===== src/rtl/comp_pkg.sv =====
// Shared types and constants for the completion-stage arbiter.
// Optional feature macro used by this slice: COMP_STATS_EN (broadcast/stall/occupancy counters).
package comp_pkg;

  localparam int NUM_FU_DFLT     = 3;
  localparam int CDB_W_DFLT      = 2;
  localparam int FIFO_DEPTH_DFLT = 4;
  localparam int PREG_W_DFLT     = 6;

  // One memory source plus the ALU result sources.
  localparam int NUM_SRC = NUM_FU_DFLT + 1;

  // A completed result as it travels through the arbiter and overflow buffer.
  typedef struct packed {
    logic [31:0]            data;
    logic [31:0]            pc;
    logic [PREG_W_DFLT-1:0] preg;
    logic                   lsq;
  } comp_entry_t;

  // Highest buffer occupancy at which a worst-case burst of nsrc new results
  // still fits after cdbw entries drain in the same cycle.
  function automatic int ready_thresh(int depth, int nsrc, int cdbw);
    return depth - nsrc + cdbw;
  endfunction

endpackage


===== src/rtl/complete_arbiter_if.sv =====
// Result-source / CDB bundle of the completion arbiter.
// Optional feature macro used by this slice: COMP_STATS_EN (stats ports stay outside the bundle).
interface complete_arbiter_if #(
  parameter int NUM_FU = comp_pkg::NUM_SRC - 1,
  parameter int CDB_W  = comp_pkg::CDB_W_DFLT,
  parameter int PREG_W = comp_pkg::PREG_W_DFLT
);
  logic                     flush;
  logic                     mem_valid;
  logic                     mem_lsq;
  logic [31:0]              mem_data;
  logic [31:0]              mem_pc;
  logic [PREG_W-1:0]        mem_preg;
  logic [NUM_FU-1:0]        fu_valid;
  logic [32*NUM_FU-1:0]     fu_data;
  logic [32*NUM_FU-1:0]     fu_pc;
  logic [PREG_W*NUM_FU-1:0] fu_preg;
  logic                     in_ready;
  logic [CDB_W-1:0]         cdb_valid;
  logic [32*CDB_W-1:0]      cdb_data;
  logic [32*CDB_W-1:0]      cdb_pc;
  logic [PREG_W*CDB_W-1:0]  cdb_preg;
  logic [CDB_W-1:0]         cdb_lsq;

  modport master (
    output flush, mem_valid, mem_lsq, mem_data, mem_pc, mem_preg,
    output fu_valid, fu_data, fu_pc, fu_preg,
    input  in_ready, cdb_valid, cdb_data, cdb_pc, cdb_preg, cdb_lsq
  );

  modport slave (
    input  flush, mem_valid, mem_lsq, mem_data, mem_pc, mem_preg,
    input  fu_valid, fu_data, fu_pc, fu_preg,
    output in_ready, cdb_valid, cdb_data, cdb_pc, cdb_preg, cdb_lsq
  );
endinterface


===== src/rtl/comp_fifo.sv =====
// Multi-push / multi-pop circular buffer holding results that lost CDB arbitration.
// Optional feature macro used by this slice: COMP_STATS_EN (no effect in this file).
module comp_fifo
  import comp_pkg::*;
#(
  parameter int N_PUSH = 4,
  parameter int N_POP  = 2,
  parameter int DEPTH  = 4,
  parameter int AW     = (DEPTH > 1) ? $clog2(DEPTH) : 1,
  parameter int CW     = AW + 1
) (
  input  logic          clk,
  input  logic          rstn,
  input  logic          flush,
  input  logic [CW-1:0] push_cnt,
  input  comp_entry_t   push_data [N_PUSH],
  input  logic [CW-1:0] pop_cnt,
  output comp_entry_t   rd_data [N_POP],
  output logic [CW-1:0] count
);

  comp_entry_t   mem [DEPTH];
  logic [AW-1:0] wr_ptr;
  logic [AW-1:0] rd_ptr;

  // Pointers wrap modulo DEPTH so non power-of-two depths stay correct.
  function automatic logic [AW-1:0] wrap(int p);
    return AW'(p % DEPTH);
  endfunction

  // Control state: flush and reset win over any push/pop; count moves by the net change.
  always_ff @(posedge clk) begin
    if (!rstn || flush) begin
      wr_ptr <= '0;
      rd_ptr <= '0;
      count  <= '0;
    end else begin
      wr_ptr <= wrap(int'(wr_ptr) + int'(push_cnt));
      rd_ptr <= wrap(int'(rd_ptr) + int'(pop_cnt));
      count  <= count - pop_cnt + push_cnt;
    end
  end

  // Storage: entries are written in order starting at the write pointer.
  always_ff @(posedge clk) begin
    if (rstn && !flush) begin
      for (int i = 0; i < N_PUSH; i++) begin
        if (i < int'(push_cnt)) mem[wrap(int'(wr_ptr) + i)] <= push_data[i];
      end
    end
  end

  // The oldest N_POP entries are always visible to the arbiter.
  always_comb begin
    for (int j = 0; j < N_POP; j++) rd_data[j] = mem[wrap(int'(rd_ptr) + j)];
  end

endmodule


===== src/rtl/complete_arbiter.sv =====
// Completion-stage arbiter: merges the load result and ALU results onto CDB_W
// registered broadcast slots, oldest first, buffering losers in comp_fifo.
// Optional feature macro: COMP_STATS_EN adds saturating stat_bcast/stat_stall/stat_maxocc.
module complete_arbiter #(
  parameter int NUM_FU     = comp_pkg::NUM_FU_DFLT,
  parameter int CDB_W      = comp_pkg::CDB_W_DFLT,
  parameter int FIFO_DEPTH = comp_pkg::FIFO_DEPTH_DFLT,
  parameter int PREG_W     = comp_pkg::PREG_W_DFLT
) (
  input logic clk,
  input logic rstn,
  complete_arbiter_if.slave bus
`ifdef COMP_STATS_EN
  ,
  output logic [31:0] stat_bcast,
  output logic [31:0] stat_stall,
  output logic [31:0] stat_maxocc
`endif
);
  import comp_pkg::*;

  localparam int N_SRC = NUM_FU + 1;
  localparam int AW    = (FIFO_DEPTH > 1) ? $clog2(FIFO_DEPTH) : 1;
  localparam int CW    = AW + 1;
  localparam int EPW   = PREG_W_DFLT;

  logic [N_SRC-1:0] req;
  comp_entry_t      new_ent  [N_SRC];
  comp_entry_t      push_ent [N_SRC];
  comp_entry_t      head     [CDB_W];
  comp_entry_t      slot     [CDB_W];
  comp_entry_t      slot_p0  [CDB_W];
  logic [CDB_W-1:0] slot_vld;
  logic [CDB_W-1:0] vld_p0;
  logic [CW-1:0]    count;
  logic [CW-1:0]    push_cnt;
  logic [CW-1:0]    pop_cnt;
  logic             in_ready;
  logic             accept;

  // Ready depends only on the registered count, so it never glitches.
  assign in_ready     = int'(count) <= ready_thresh(FIFO_DEPTH, N_SRC, CDB_W);
  assign accept       = in_ready && !bus.flush;
  assign bus.in_ready = in_ready;

  // Unpack the sources into candidate entries: memory first, then fu0..fuN-1.
  always_comb begin
    req[0]          = bus.mem_valid | bus.mem_lsq;
    new_ent[0].data = bus.mem_data;
    new_ent[0].pc   = bus.mem_pc;
    new_ent[0].preg = EPW'(bus.mem_preg);
    new_ent[0].lsq  = bus.mem_lsq;
    for (int f = 0; f < NUM_FU; f++) begin
      req[f+1]          = bus.fu_valid[f];
      new_ent[f+1].data = bus.fu_data[32*f +: 32];
      new_ent[f+1].pc   = bus.fu_pc[32*f +: 32];
      new_ent[f+1].preg = EPW'(bus.fu_preg[PREG_W*f +: PREG_W]);
      new_ent[f+1].lsq  = 1'b0;
    end
  end

  // Oldest-first selection: buffered heads take slots first, new requests fill
  // the rest, and whatever is left is pushed in candidate order.
  always_comb begin
    int pops;
    int pos;
    int npush;
    pops     = (int'(count) < CDB_W) ? int'(count) : CDB_W;
    pos      = pops;
    npush    = 0;
    slot_vld = '0;
    for (int s = 0; s < CDB_W; s++) slot[s] = '0;
    for (int j = 0; j < N_SRC; j++) push_ent[j] = '0;
    for (int s = 0; s < CDB_W; s++) begin
      if (s < pops) begin
        slot[s]     = head[s];
        slot_vld[s] = 1'b1;
      end
    end
    for (int k = 0; k < N_SRC; k++) begin
      if (accept && req[k]) begin
        for (int s = 0; s < CDB_W; s++) begin
          if (pos == s) begin
            slot[s]     = new_ent[k];
            slot_vld[s] = 1'b1;
          end
        end
        for (int j = 0; j < N_SRC; j++) begin
          if (pos - CDB_W == j) push_ent[j] = new_ent[k];
        end
        if (pos >= CDB_W) npush = npush + 1;
        pos = pos + 1;
      end
    end
    push_cnt = CW'(npush);
    pop_cnt  = CW'(pops);
  end

  comp_fifo #(
    .N_PUSH (N_SRC),
    .N_POP  (CDB_W),
    .DEPTH  (FIFO_DEPTH)
  ) u_fifo (
    .clk       (clk),
    .rstn      (rstn),
    .flush     (bus.flush),
    .push_cnt  (push_cnt),
    .push_data (push_ent),
    .pop_cnt   (pop_cnt),
    .rd_data   (head),
    .count     (count)
  );

  // ---- stage p0: registered CDB broadcast ----
  always_ff @(posedge clk) begin
    if (!rstn || bus.flush) begin
      vld_p0  <= '0;
      slot_p0 <= '{default: '0};
    end else begin
      vld_p0  <= slot_vld;
      slot_p0 <= slot;
    end
  end

  // Pack the registered slots onto the bus.
  always_comb begin
    bus.cdb_valid = vld_p0;
    bus.cdb_data  = '0;
    bus.cdb_pc    = '0;
    bus.cdb_preg  = '0;
    bus.cdb_lsq   = '0;
    for (int s = 0; s < CDB_W; s++) begin
      bus.cdb_data[32*s +: 32]         = slot_p0[s].data;
      bus.cdb_pc[32*s +: 32]           = slot_p0[s].pc;
      bus.cdb_preg[PREG_W*s +: PREG_W] = PREG_W'(slot_p0[s].preg);
      bus.cdb_lsq[s]                   = slot_p0[s].lsq;
    end
  end

  // Upstream must hold off while not ready; such requests are dropped.
  a_no_req_when_busy: assert property (@(posedge clk) disable iff (!rstn || bus.flush)
    in_ready || !(|req));

`ifdef COMP_STATS_EN
  function automatic logic [31:0] sat_add(logic [31:0] a, logic [31:0] b);
    logic [32:0] sum;
    sum = {1'b0, a} + {1'b0, b};
    return sum[32] ? '1 : sum[31:0];
  endfunction

  // Saturating statistics, cleared only by reset.
  always_ff @(posedge clk) begin
    if (!rstn) begin
      stat_bcast  <= '0;
      stat_stall  <= '0;
      stat_maxocc <= '0;
    end else begin
      stat_bcast  <= sat_add(stat_bcast, bus.flush ? 32'd0 : 32'($countones(slot_vld)));
      stat_stall  <= sat_add(stat_stall, {31'd0, !in_ready});
      if (32'(count) > stat_maxocc) stat_maxocc <= 32'(count);
    end
  end
`endif

endmodule


===== src/flat_wrapper.sv =====
// flat-port wrapper written by rule: the top's interface ports become plain ports
module complete_arbiter_flat import comp_pkg::*;
#(
  parameter int NUM_FU     = comp_pkg::NUM_FU_DFLT,
  parameter int CDB_W      = comp_pkg::CDB_W_DFLT,
  parameter int FIFO_DEPTH = comp_pkg::FIFO_DEPTH_DFLT,
  parameter int PREG_W     = comp_pkg::PREG_W_DFLT
)
  (clk, rstn, bus_flush, bus_mem_valid, bus_mem_lsq, bus_mem_data, bus_mem_pc, bus_mem_preg, bus_fu_valid, bus_fu_data, bus_fu_pc, bus_fu_preg, bus_in_ready, bus_cdb_valid, bus_cdb_data, bus_cdb_pc, bus_cdb_preg, bus_cdb_lsq);
  complete_arbiter_if #(.NUM_FU(NUM_FU), .CDB_W(CDB_W), .PREG_W(PREG_W)) bus_i ();
  input logic clk;
  input logic rstn;
  input wire logic [$bits(bus_i.flush)-1:0] bus_flush;
  input wire logic [$bits(bus_i.mem_valid)-1:0] bus_mem_valid;
  input wire logic [$bits(bus_i.mem_lsq)-1:0] bus_mem_lsq;
  input wire logic [$bits(bus_i.mem_data)-1:0] bus_mem_data;
  input wire logic [$bits(bus_i.mem_pc)-1:0] bus_mem_pc;
  input wire logic [$bits(bus_i.mem_preg)-1:0] bus_mem_preg;
  input wire logic [$bits(bus_i.fu_valid)-1:0] bus_fu_valid;
  input wire logic [$bits(bus_i.fu_data)-1:0] bus_fu_data;
  input wire logic [$bits(bus_i.fu_pc)-1:0] bus_fu_pc;
  input wire logic [$bits(bus_i.fu_preg)-1:0] bus_fu_preg;
  output wire logic [$bits(bus_i.in_ready)-1:0] bus_in_ready;
  output wire logic [$bits(bus_i.cdb_valid)-1:0] bus_cdb_valid;
  output wire logic [$bits(bus_i.cdb_data)-1:0] bus_cdb_data;
  output wire logic [$bits(bus_i.cdb_pc)-1:0] bus_cdb_pc;
  output wire logic [$bits(bus_i.cdb_preg)-1:0] bus_cdb_preg;
  output wire logic [$bits(bus_i.cdb_lsq)-1:0] bus_cdb_lsq;
  assign bus_i.flush = bus_flush;
  assign bus_i.mem_valid = bus_mem_valid;
  assign bus_i.mem_lsq = bus_mem_lsq;
  assign bus_i.mem_data = bus_mem_data;
  assign bus_i.mem_pc = bus_mem_pc;
  assign bus_i.mem_preg = bus_mem_preg;
  assign bus_i.fu_valid = bus_fu_valid;
  assign bus_i.fu_data = bus_fu_data;
  assign bus_i.fu_pc = bus_fu_pc;
  assign bus_i.fu_preg = bus_fu_preg;
  assign bus_in_ready = bus_i.in_ready;
  assign bus_cdb_valid = bus_i.cdb_valid;
  assign bus_cdb_data = bus_i.cdb_data;
  assign bus_cdb_pc = bus_i.cdb_pc;
  assign bus_cdb_preg = bus_i.cdb_preg;
  assign bus_cdb_lsq = bus_i.cdb_lsq;
  complete_arbiter #(.NUM_FU(NUM_FU), .CDB_W(CDB_W), .FIFO_DEPTH(FIFO_DEPTH), .PREG_W(PREG_W)) u_core (.clk(clk), .rstn(rstn), .bus(bus_i));
endmodule

===== config.mk =====
export PLATFORM = sky130hd
export DESIGN_NAME = complete_arbiter_flat
export DESIGN_NICKNAME = d
export VERILOG_FILES = /design/src/rtl/comp_pkg.sv /design/src/rtl/complete_arbiter_if.sv /design/src/rtl/comp_fifo.sv /design/src/rtl/complete_arbiter.sv /design/src/flat_wrapper.sv
export SDC_FILE = /design/constraint.sdc
export NUM_CORES = 2
export LEC_CHECK = 0
export ABC_CLOCK_PERIOD_IN_PS = 16910
export CORE_UTILIZATION = 30
export DETAILED_ROUTE_END_ITERATION = 16
export GPL_ROUTABILITY_DRIVEN = 0
export PLACE_DENSITY = 0.6
export SYNTH_ARGS = -nofsm -noshare
export SYNTH_HDL_FRONTEND = slang
export SYNTH_SLANG_ARGS = --single-unit

===== constraint.sdc =====
create_clock -name clk -period 16.91 [get_ports clk]
set_clock_uncertainty 0.15 [all_clocks]
set_input_delay 3.382 -clock clk [delete_from_list [all_inputs] [get_ports clk]]
set_output_delay 3.382 -clock clk [all_outputs]
set_load 0.01 [all_outputs]

==> reports/results.ini <==
[status]
status = complete, no violations

[power_and_ir_drop]
finalPower_mw = 4.83
max-vdd-ir-drop_v = 0.0000981
power_density_nw_per_um2 = 119
leakage_nw = 11.8

[critical_path]
end_kind = register
cp_slowest_cell = buf_4
cp.arrival_ns = 11.25
reg2reg_depth = 23
crit_type = in2reg
path_max_fanout = 100
required_ns = 17.14
r2r-start = u_core.u_fifo.count[1]
worst-path-buf-inv = 7
critPathLaunch = bus_mem_lsq
cpMostUsedCell = ha_1
cp_top_family = buffers and inverters
r2r-end = u_core.u_fifo.mem[3][27]
crit_path_start_kind = primary input
path_depth = 24
crit_chain = clkdlybuf4s50_1 > o21ba_4 > a21oi_4 > ha_1 > inv_1 > ha_1 > xnor2_1 > a2111o_1 > ha_1 > a21oi_2 > inv_2 > ha_1 > o21a_1 > or2_2 > ha_1 > inv_1 > o211ai_1 > o31ai_4 > inv_6 > buf_4 > o221ai_1 > nand2_4 > buf_4 > o221ai_1
rrSetupSlack_ns = 8.45
critPathMaxStageDelay_ns = 0.86

[timing]
tns_ns = 0
rsz0062_at_grt = false
finalCriticalPeriod_ns = 11.02
maxSlewViolCount = 0
hold_viol = 0
hold_ws_ns = 0.649
setup_viol = 0
fmax_mhz = 90.7
maxSlewHeadroom_pct = 11.6
post-route-period-util_pct = 65.2
worstMarginPinSlew_ns = 1.33

[global_route]
gr-total-overflow = 0
grt_pass1_vias = 36407
grt_pass1_wl_mm = 245
grt_max_degree = 129
grtUsageTotal_pct = 28.5
antenna_found_initial = 11

[min_path]
hold_path.startpoint = u_core.u_fifo.mem[0][0]
hold_class = reg2reg
hold_depth = 3
whs_endpoint = u_core.bus.cdb_lsq[0]

[detailed_routing]
vias_per_cell = 6.93
drtAntennaViolNets = 0
drc = 0
dr.first_iter.drc_count = 5824
routed_wl_mm = 169
dr.pass1.iters = 9
via_count = 37602
wire_per_inst_microns = 31.0

[finish]
drive_gt1_share_pct = 9.71
synthToLayoutAreaGrowth_pct = 20.8
fin_nets = 4187
finalNonFillerCells = 5428

[clocking]
clkSinkCount = 435
cts-root-buf = clkbuf_16
clock_latency_ns = 0.69
clk_pin_slew_ns = 0.07
holdBufCountCts = 0
post_cts_resized = 0
cts_max_level = 2
cts_tree = yes
post-cts-setup-buffer-count = 0
cts_buffers = 57
ctsLongestPathBuffers = 3

[floorplanning]
die-area_sq_um = 114000
num_rows = 122
io_pins = 433
coreArea_sq_um = 111000
die_h_microns = 337
start_util_pct = 30.4
die_width_microns = 337

[logic_synthesis]
synth_seq_cells = 435
syn_inst = 3868
synth.avg_cell_area_sq_um = 8.72
synth_area_leader_cell = edfxtp_1
synth_top_area_share_pct = 25.3
synthFlopType = edfxtp_1
async_reset_ff_share_pct = 0
synth_area_leaders = edfxtp_1, mux4_2, dfxtp_1
yosys_warnings = 0
yosysSeqAreaShare_pct = 34.2
syn-cell-area_sq_um = 33700
ys_types = 71
synth-edff-count = 284

[place]
dp_hpwl_mm = 99.4
placed_cells = 5315
port_buffers = 432

[job]
drv_cap = 0

worst register-to-register path, stage by stage (launching register included):
cell,delay [ns]
dfxtp_1,0.71
or2_4,0.56
a21oi_4,0.13
ha_1,0.28
inv_1,0.06
ha_1,0.23
xnor2_1,0.14
a2111o_1,0.35
ha_1,0.32
a21oi_2,0.35
inv_2,0.07
ha_1,0.28
o21a_1,0.14
or2_2,0.29
ha_1,0.29
inv_1,0.04
o211ai_1,0.13
o31ai_4,0.32
inv_6,0.56
buf_4,0.87
o221ai_1,0.40
nand2_4,0.56
buf_4,0.69
o221ai_1,0.25
layout make-up:
class	instances	area [sq um]
Antenna cell	5	12.5
Clock buffer	79	1580
Clock inverter	29	335
Fill cell	11177	70400
Inverter	82	313
Multi-Input combinational cell	2799	20200
Sequential cell	435	11600
Tap cell	1488	1860
Timing Repair Buffer	511	4930
kinds of logic after synthesis:
| kind of cell | after synthesis | synth area share (%) |
|---|---|---|
| flip-flops | 435 | 34.2 |
| buffers and inverters | 636 | 7.27 |
| adder cells (fa/ha/maj) | 13 | 0.504 |
| AND/OR/NAND/NOR | 1012 | 14.6 |
| multiplexers | 145 | 9.61 |
| other | 1 | 0.0111 |
| AO/OA/AOI/OAI | 1611 | 33.3 |
| XOR/XNOR | 15 | 0.412 |
through the flow:
stage,area (sq um),utilization [%],worst slack [ns]
after global placement,38800,34.9,5.55
after detailed placement,38800,34.9,5.42
after global routing,40700,36.7,5.61
final,40700,36.7,5.89
after CTS,40700,36.7,6.16
after floorplan,33700,-,5.03
placed cells by master, fill, tap and decap left out, types with 209 or more instances in the layout:
cell / instances
nand2_1: 223
a22o_1: 209
nand3_1: 354
clkdlybuf4s50_1: 432
o211ai_1: 215
edfxtp_1: 284
a21oi_1: 284
o2111ai_1: 213
nor3_1: 289
o21ai_0: 401
synthesized netlist by cell type, types with 78 or more instances:
cell	instances
a21oi_1	292
a221oi_1	140
a22o_1	209
buf_1	80
clkbuf_1	438
dfxtp_1	151
edfxtp_1	284
inv_1	78
mux4_2	142
nand2_1	228
nand3_1	355
nor3_1	291
o2111ai_1	213
o211ai_1	215
o21ai_0	401
sequential cells by signal, summed over array words and instances, names as in the netlist:
name                  count
u_core.u_fifo.wr_ptr      2
u_core.bus.cdb_preg      12
u_core.u_fifo.count       3
u_core.u_fifo.rd_ptr      2
u_core.bus.cdb_data      64
u_core.bus.cdb_lsq        2
u_core.u_fifo.mem       284
u_core.bus.cdb_valid      2
u_core.bus.cdb_pc        64
power by group:
part / leakage (nW) / internal [mW] / switching, mW
clock network: 0.929 / 0.745 / 0.538
registers: 3.92 / 1.32 / 0.101
logic: 6.96 / 0.813 / 1.31
worst max path at each step:
stage	to	slack, ns
3_5_place_dp	u_core.u_fifo.mem[3][68]	5.42
5_1_grt	u_core.u_fifo.mem[3][27]	5.61
4_1_cts	u_core.u_fifo.mem[3][40]	6.16
2_1_floorplan	u_core.u_fifo.mem[0][0]	5.03
6_report	u_core.u_fifo.mem[3][27]	5.89
3_3_place_gp	u_core.u_fifo.mem[3][68]	5.55
routing by layer:
layer  up-vias  GRT usage [%]  wire length [microns]
met4        14           13.0                   8050
li1      15684              -                      -
met5         -              0                     74
met1     18039           37.6                  64900
met3       654           8.89                  23400
met2      3211           42.4                  72100
Power figures use the tool's default switching activity.
